### src/rtl/tpu_seq_ctrl.sv
// Sequencer for one systolic matmul job: fetch -> settle -> weight write -> compute -> flush -> done.
// Optional abort/aborted ports are compiled in when TPU_SEQ_ABORT_EN is defined.
module tpu_seq_ctrl #(
  parameter int WIDTH_HEIGHT = 16,
  parameter int ADDR_W       = 8,
  parameter int SETTLE_CYC   = 16,
  parameter int FLUSH_CYC    = 3
) (
  input  logic                             clk,
  input  logic                             reset,
  input  logic                             start,
  input  logic [ADDR_W-1:0]                weight_base,
  input  logic [ADDR_W-1:0]                input_base,
  input  logic [ADDR_W-1:0]                output_base,
  input  logic [ADDR_W-1:0]                num_rows,
`ifdef TPU_SEQ_ABORT_EN
  input  logic                             abort,
  output logic                             aborted,
`endif
  output logic                             busy,
  output logic                             done,
  output logic [WIDTH_HEIGHT-1:0]          weightMem_rd_en,
  output logic [WIDTH_HEIGHT*ADDR_W-1:0]   weightMem_rd_addr,
  output logic                             load_weights_to_array,
  output logic [WIDTH_HEIGHT-1:0]          weight_write,
  output logic                             active,
  output logic [WIDTH_HEIGHT*ADDR_W-1:0]   inputMem_rd_addr_base,
  output logic [WIDTH_HEIGHT*ADDR_W-1:0]   outputMem_wr_addr_base
);

  typedef enum logic [2:0] {
    S_IDLE, S_FETCH, S_SETTLE, S_WWRITE, S_COMPUTE, S_FLUSH, S_DONE
  } state_t;

  // Counter must hold num_rows + 2*WIDTH_HEIGHT - 2 as well as the settle/flush lengths.
  localparam int SKEW_W = $clog2(2 * WIDTH_HEIGHT);
  localparam int CW0    = (ADDR_W > SKEW_W) ? ADDR_W : SKEW_W;
  localparam int IDLE_W = $clog2(SETTLE_CYC + FLUSH_CYC + 1);
  localparam int CNT_W  = ((CW0 > IDLE_W) ? CW0 : IDLE_W) + 1;

  localparam logic [CNT_W-1:0] FETCH_LEN  = CNT_W'(WIDTH_HEIGHT - 1);
  localparam logic [CNT_W-1:0] SETTLE_LEN = CNT_W'((SETTLE_CYC > 0) ? SETTLE_CYC - 1 : 0);
  localparam logic [CNT_W-1:0] FLUSH_LEN  = CNT_W'((FLUSH_CYC > 0) ? FLUSH_CYC - 1 : 0);
  localparam logic [CNT_W-1:0] SKEW_LEN   = CNT_W'(2 * WIDTH_HEIGHT - 2);

  state_t             state_q, state_n;
  logic [CNT_W-1:0]   cnt_q, cnt_n;
  logic [ADDR_W-1:0]  rows_q, rows_n;
  logic [ADDR_W-1:0]  lane_addr_q, lane_addr_n;
  logic [ADDR_W-1:0]  in_base_q, in_base_n;
  logic [ADDR_W-1:0]  out_base_q, out_base_n;
  logic               abort_hit;

`ifdef TPU_SEQ_ABORT_EN
  assign abort_hit = abort && (state_q != S_IDLE);
`else
  assign abort_hit = 1'b0;
`endif

  // NOTE: every signal written here gets a default first, so no path leaves one unassigned (no latches).
  always_comb begin
    state_n     = state_q;
    cnt_n       = cnt_q - CNT_W'(1);
    rows_n      = rows_q;
    lane_addr_n = '0;
    in_base_n   = in_base_q;
    out_base_n  = out_base_q;

    case (state_q)
      S_IDLE: begin
        cnt_n = '0;
        if (start) begin
          rows_n     = num_rows;
          in_base_n  = input_base;
          out_base_n = output_base;
          if (num_rows != '0) begin
            state_n     = S_FETCH;
            cnt_n       = FETCH_LEN;
            lane_addr_n = weight_base;
          end else begin
            state_n = S_DONE;
          end
        end
      end
      S_FETCH: begin
        if (cnt_q == '0) begin
          if (SETTLE_CYC > 0) begin
            state_n = S_SETTLE;
            cnt_n   = SETTLE_LEN;
          end else begin
            state_n = S_WWRITE;
            cnt_n   = FETCH_LEN;
          end
        end else begin
          lane_addr_n = lane_addr_q + ADDR_W'(1);
        end
      end
      S_SETTLE: begin
        if (cnt_q == '0) begin
          state_n = S_WWRITE;
          cnt_n   = FETCH_LEN;
        end
      end
      S_WWRITE: begin
        if (cnt_q == '0) begin
          state_n = S_COMPUTE;
          cnt_n   = CNT_W'(rows_q) + SKEW_LEN;
        end
      end
      S_COMPUTE: begin
        if (cnt_q == '0) begin
          if (FLUSH_CYC > 0) begin
            state_n = S_FLUSH;
            cnt_n   = FLUSH_LEN;
          end else begin
            state_n = S_DONE;
            cnt_n   = '0;
          end
        end
      end
      S_FLUSH: begin
        if (cnt_q == '0) begin
          state_n = S_DONE;
          cnt_n   = '0;
        end
      end
      S_DONE: begin
        state_n = S_IDLE;
        cnt_n   = '0;
      end
      default: begin
        state_n = S_IDLE;
        cnt_n   = '0;
      end
    endcase

    // Abort overrides whatever transition the state wanted.
    if (abort_hit) begin
      state_n     = S_IDLE;
      cnt_n       = '0;
      lane_addr_n = '0;
    end
  end

  // NOTE: sequential state uses non-blocking assignments so all registers update together at the edge.
  always_ff @(posedge clk or posedge reset) begin
    if (reset) begin
      state_q               <= S_IDLE;
      cnt_q                 <= '0;
      rows_q                <= '0;
      lane_addr_q           <= '0;
      in_base_q             <= '0;
      out_base_q            <= '0;
      busy                  <= 1'b0;
      done                  <= 1'b0;
      weightMem_rd_en       <= '0;
      load_weights_to_array <= 1'b0;
      weight_write          <= '0;
      active                <= 1'b0;
    end else begin
      state_q               <= state_n;
      cnt_q                 <= cnt_n;
      rows_q                <= rows_n;
      lane_addr_q           <= lane_addr_n;
      in_base_q             <= in_base_n;
      out_base_q            <= out_base_n;
      busy                  <= (state_n != S_IDLE);
      done                  <= (state_n == S_DONE);
      weightMem_rd_en       <= {WIDTH_HEIGHT{state_n == S_FETCH}};
      load_weights_to_array <= (state_n == S_FETCH) || (state_n == S_WWRITE);
      weight_write          <= {WIDTH_HEIGHT{state_n == S_WWRITE}};
      active                <= (state_n == S_COMPUTE);
    end
  end

`ifdef TPU_SEQ_ABORT_EN
  always_ff @(posedge clk or posedge reset) begin
    if (reset) aborted <= 1'b0;
    else       aborted <= abort_hit;
  end
`endif

  // Every lane sees the same registered value, lane 0 in the LSBs.
  assign weightMem_rd_addr      = {WIDTH_HEIGHT{lane_addr_q}};
  assign inputMem_rd_addr_base  = {WIDTH_HEIGHT{in_base_q}};
  assign outputMem_wr_addr_base = {WIDTH_HEIGHT{out_base_q}};

endmodule

### config.mk
export PLATFORM = sky130hd
export DESIGN_NAME = tpu_seq_ctrl
export DESIGN_NICKNAME = d
export VERILOG_FILES = /design/src/rtl/tpu_seq_ctrl.sv
export SDC_FILE = /design/constraint.sdc
export NUM_CORES = 1
export LEC_CHECK = 0
export CELL_PAD_IN_SITES_DETAIL_PLACEMENT = 1
export CELL_PAD_IN_SITES_GLOBAL_PLACEMENT = 1
export CORE_AREA = 10 10 171 173
export CTS_CLUSTER_DIAMETER = 60
export DETAILED_ROUTE_END_ITERATION = 6
export DIE_AREA = 0 0 181 183
export GPL_TIMING_DRIVEN = 0
export PLACE_DENSITY = 0.82
export SLEW_MARGIN = 15
export SYNTH_ARGS = -nofsm -noshare
export SYNTH_HDL_FRONTEND = slang
export SYNTH_SLANG_ARGS = --single-unit
### constraint.sdc
create_clock -name clk -period 2.59 [get_ports clk]
set_input_delay 0.259 -clock clk [delete_from_list [all_inputs] [get_ports clk]]
set_output_delay 0.259 -clock clk [all_outputs]
set_load 0.03 [all_outputs]
* Word level (Yosys, flattened, before mapping)
Cells that the tools add are included.
** Storage, ports and cells
- Register bits after elaboration :: 50
- Output and inout port bits :: 420
** Cells by class
- Add/subtract/negate cells :: 3
- Muxes and demuxes :: 19
- Reduce and logical (&&, ||, !) cells :: 7
- Eq/ne operators :: 9
** Operators by type and width (count)
- case mux 9 bit (5 select lines) :: 1
- two-way mux 9 bit :: 4
- two-way mux 8 bit :: 3
- two-way mux 3 bit :: 7
- case mux 3 bit (6 select lines) :: 1
- case mux 8 bit (2 select lines) :: 1
- equality test 3 bit, second input constant :: 4
- adder 8 x 5 -> 9 bit, second input constant :: 1
- equality test 3 x 2 -> 1 bit, second input constant :: 3
- logical NOT 9 bit :: 1
- subtractor 9 x 1 -> 9 bit, second input constant :: 1
- adder 8 x 1 -> 8 bit, second input constant :: 1
- two-way mux 4 bit :: 2
- nonzero test 8 bit :: 1
- equality test 3 x 1 -> 1 bit, second input constant :: 2
- logical NOT 3 bit :: 1
- nonzero test 3 bit :: 1
- AND reduction 2 bit :: 1
- OR reduction 2 bit :: 1
- logical OR 1 bit :: 1

* Depth between registers and ports, before layout
- Depth in word-level cells :: 6
- Depth in mapped cells :: 8

* Worst setup path before layout
OpenSTA, ideal clock, no wires.
- Path type :: register -> register
- Start :: register cnt_q[3]
- End :: register cnt_q[7]
- Data arrival time :: 1615 ps
- Period minus slack after synthesis :: 1743 ps
- Cell stages (with the launch flop) :: 6
- Setup time :: 128 ps
- Slack :: 847 ps
- Path through :: dfrtp_1 > or4_4 > nor4_4 > mux2_2 > a21oi_1 > o21ai_1
** On the way
- Cells in the longest elaborated chain, start to end :: 3
- Elaborated cells on any way between the ends :: 7
** Ends and longest elaborated chain
- start, declared :: RTL line 47 : logic [CNT_W-1:0] cnt_q, cnt_n;
- start signal, assigned :: RTL line 162 : cnt_q <= cnt_n;
- subtractor 9 x 1 -> 9 bit / logical NOT 9 bit (equally long branches)
- two-way mux 9 bit (on tied branches)
- case mux 9 bit (5 select lines) (*) :: RTL line 69 : case (state_q)
- via cnt_n[7] :: RTL line 47
Mark *: on every way through the listed nets, which the timed path passes. The rest lies on a longest branch.
A chain may end at the register's enable or synchronous reset.

* Worst setup path in the final report
- Start :: register lane_addr_q[4]
- End :: output weightMem_rd_addr[52]
** RTL lines
- start, declared :: RTL line 49 : logic [ADDR_W-1:0] lane_addr_q, lane_addr_n;
- start signal, assigned :: RTL line 164 : lane_addr_q <= lane_addr_n;
- end, declared :: RTL line 23 : output logic [WIDTH_HEIGHT*ADDR_W-1:0] weightMem_rd_addr,
No word-level cell between the ends.

==> flow_metrics.tcl <==
set metrics [dict create \
    required_ns 2.33 \
    via_per_inst 3.62 \
    path_max_fanout 20 \
    drc_errors 0 \
    critPathArrivalTime_ns 2.00 \
    grt_first_pass_wirelength_um 33400 \
    finClkSkew_ns 0.0111 \
    worst_pin_slew_ns 0.693 \
    dominantRegCellSynth "dfrtp_1" \
    crit_chain "buf_4 -> clkdlybuf4s50_1" \
    fp.dieH_um 183 \
    rsz0062_at_grt "no" \
    yosysSeqAreaShare_pct 23.2 \
    gr-usage-all-layers_pct 12.7 \
    clockBufferDepth 2 \
    synth-compound-area-share_pct 4.79 \
    cp_top_family "buffers and inverters" \
    cts_resized 0 \
    slowest_delay_ns 0.79 \
    routabilityCongestion 0.747 \
    wirelength_um 22700 \
    synth_edf_count 0 \
    path_buf_inv 2 \
    cts_root_buffer "clkbuf_16" \
    whs_ns 0.410 \
    syn_inst 620 \
    postLayoutSetupSlackWorst_ns 0.334 \
    yosys.area_share.simple_pct 7.74 \
    max_clock_freq_mhz 443 \
    hold_viol 0 \
    stdcell_area_um2 10500 \
    multi_input_area_um2 1140 \
    ys_top_cells_by_area "buf_4, dfrtp_1, mux2_2, nand2_1, o21ai_0" \
    synth_seq_cells 50 \
    preCtsSetupSlack_ns 0.315 \
    start_util_pct 21.0 \
    synthesis.nets 659 \
    area_delta_synth_final_pct 95.1 \
    drt-initial-drc-count 81 \
    cts_setup_buffers 0 \
    maxSlewHeadroom_pct 53.8 \
    async_reset_ff_share_pct 100 \
    via_count 5129 \
    period_needed_ns 2.26 \
    drv_cap 0 \
    coreArea_um2 25800 \
    io_buffer_count 454 \
    place_area_um2 10400 \
    synth_fa_ha_area_share_pct 0.926 \
    crit_path_start_kind "flop" \
    fin_nets 1120 \
    dieArea_um2 33100 \
    postRouteAntennaNets 0 \
    antenna_found_initial 0 \
    outcome "finished, final reports clean" \
    synthMuxAreaShare_pct 4.98 \
    hold_class "in2async" \
    synth_top_family_by_area "buffers and inverters" \
    crit_slowest_cell "dfrtp_1" \
    synth_top_area_share_pct 54.3 \
    fillers 2988 \
    grt_max_degree 51 \
    wl_per_cell_um 16.0 \
    setup_viol 0 \
    synth_top_cell_by_area "buf_4" \
    yosysUniqueCellTypes 43 \
    clk_pin_slew_ns 0.08 \
    firstDrtPassIters 4 \
    finalMaxSlewViolations 0 \
    synth-xor-area-share_pct 2.76 \
    clock_latency_ns 0.31 \
    htree_levels 2 \
    diodes 0 \
    seqCellArea_um2 1250 \
    dp_hpwl_um 19200 \
    cts_hold_buffers 0 \
    netlist_area_um2 5400 \
    setup.worst_path.class "reg2out" \
    layout_commonest_cell "clkdlybuf4s50_1" \
    die_w_um 181 \
    yosysWarningCount 0 \
    worst_setup_path_end_kind "primary output" \
    ios 455 \
    avgSynthCellArea_um2 8.71 \
    fin_crit_sh_pct 87.1 \
    cts_buffers 5 \
    clock_sinks 50 \
    cts_tree "done" \
    drive_gt1_share_pct 40.2 \
    rows 59 \
    grt_overflow_total 0 \
    grt_pass1_vias 5410 \
    most-common-layout-cells "clkdlybuf4s50_1, buf_4, dfrtp_1" \
]
## path summary, 6_finish.rpt
check / slack [ns] / start / cells after the start / endpoint
setup / recovery: 0.33 / lane_addr_q[4]$_DFF_PP0_ / 2 / weightMem_rd_addr[52]
hold / removal: 0.41 / reset / 2 / weightMem_rd_en[0]$_DFF_PP0_
setup reg to reg: 0.58 / cnt_q[0]$_DFF_PP0_ / 8 / cnt_q[2]$_DFF_PP0_
hold reg to reg: 0.58 / rows_q[0]$_DFFE_PP0P_ / 2 / rows_q[0]$_DFFE_PP0P_
max in group asynchronous: 1.71 / reset / 2 / cnt_q[6]$_DFF_PP0_
min in group clk: 0.49 / weight_base[5] / 3 / lane_addr_q[5]$_DFF_PP0_
## registers in the layout (all words and copies together) (netlist names), 3 cells and up
signal       count
lane_addr_q      8
in_base_q        8
cnt_q            9
out_base_q       8
state_q          3
rows_q           8
## per-stage QoR
| step | util, % | setup TNS, ns | std cells |
|---|---|---|---|
| after detailed placement | 40.2 | 0 | 1409 |
| after floorplan | - | 0 | 620 |
| after CTS | 40.9 | 0 | 1417 |
| after global placement | 40.2 | -5.56 | 1409 |
| after global routing | 40.9 | 0 | 1417 |
| final | 40.9 | 0 | 1417 |
## synthesized netlist by cell type, types with 3 or more instances
master	instances
a21oi_1	4
a2bb2oi_1	3
buf_2	6
buf_4	391
clkbuf_1	3
dfrtp_1	50
ha_1	4
inv_1	7
mux2_2	23
nand2_1	25
nand2b_1	4
nand3_1	8
nor2_1	19
o21ai_0	17
o22ai_1	5
xnor2_1	8
xor2_1	9
## metal layers
metal | share of wire (%) | global-route usage [%] | vias up | routed length [µm]
met5 | 0 | 0 | - | 0
li1 | - | - | 2509 | -
met4 | 0.56 | 1.85 | 0 | 126
met2 | 56 | 25.2 | 198 | 12800
met3 | 9.0 | 5.37 | 7 | 2040
met1 | 34 | 12.0 | 2415 | 7720
## logic make-up after synthesis
family | Yosys count
AOI/OAI and AO/OA | 42
xor gates and xnor gates | 17
adders and majority gates | 4
buffers and inverters | 408
DFF | 50
muxes | 24
and+or+nand+nor | 75
## cell type report
cell class,instances,area share [%]
timing repair buffer,454,43.1
buffer,401,28.3
sequential,50,11.9
multi-input combinational,162,10.9
tap,335,3.98
clock buffer,5,1.19
clock inverter,3,0.463
inverter,7,0.273
Power is not shown: default switching activity piles up to over one toggle a cycle in this logic, so the estimate is an artifact.
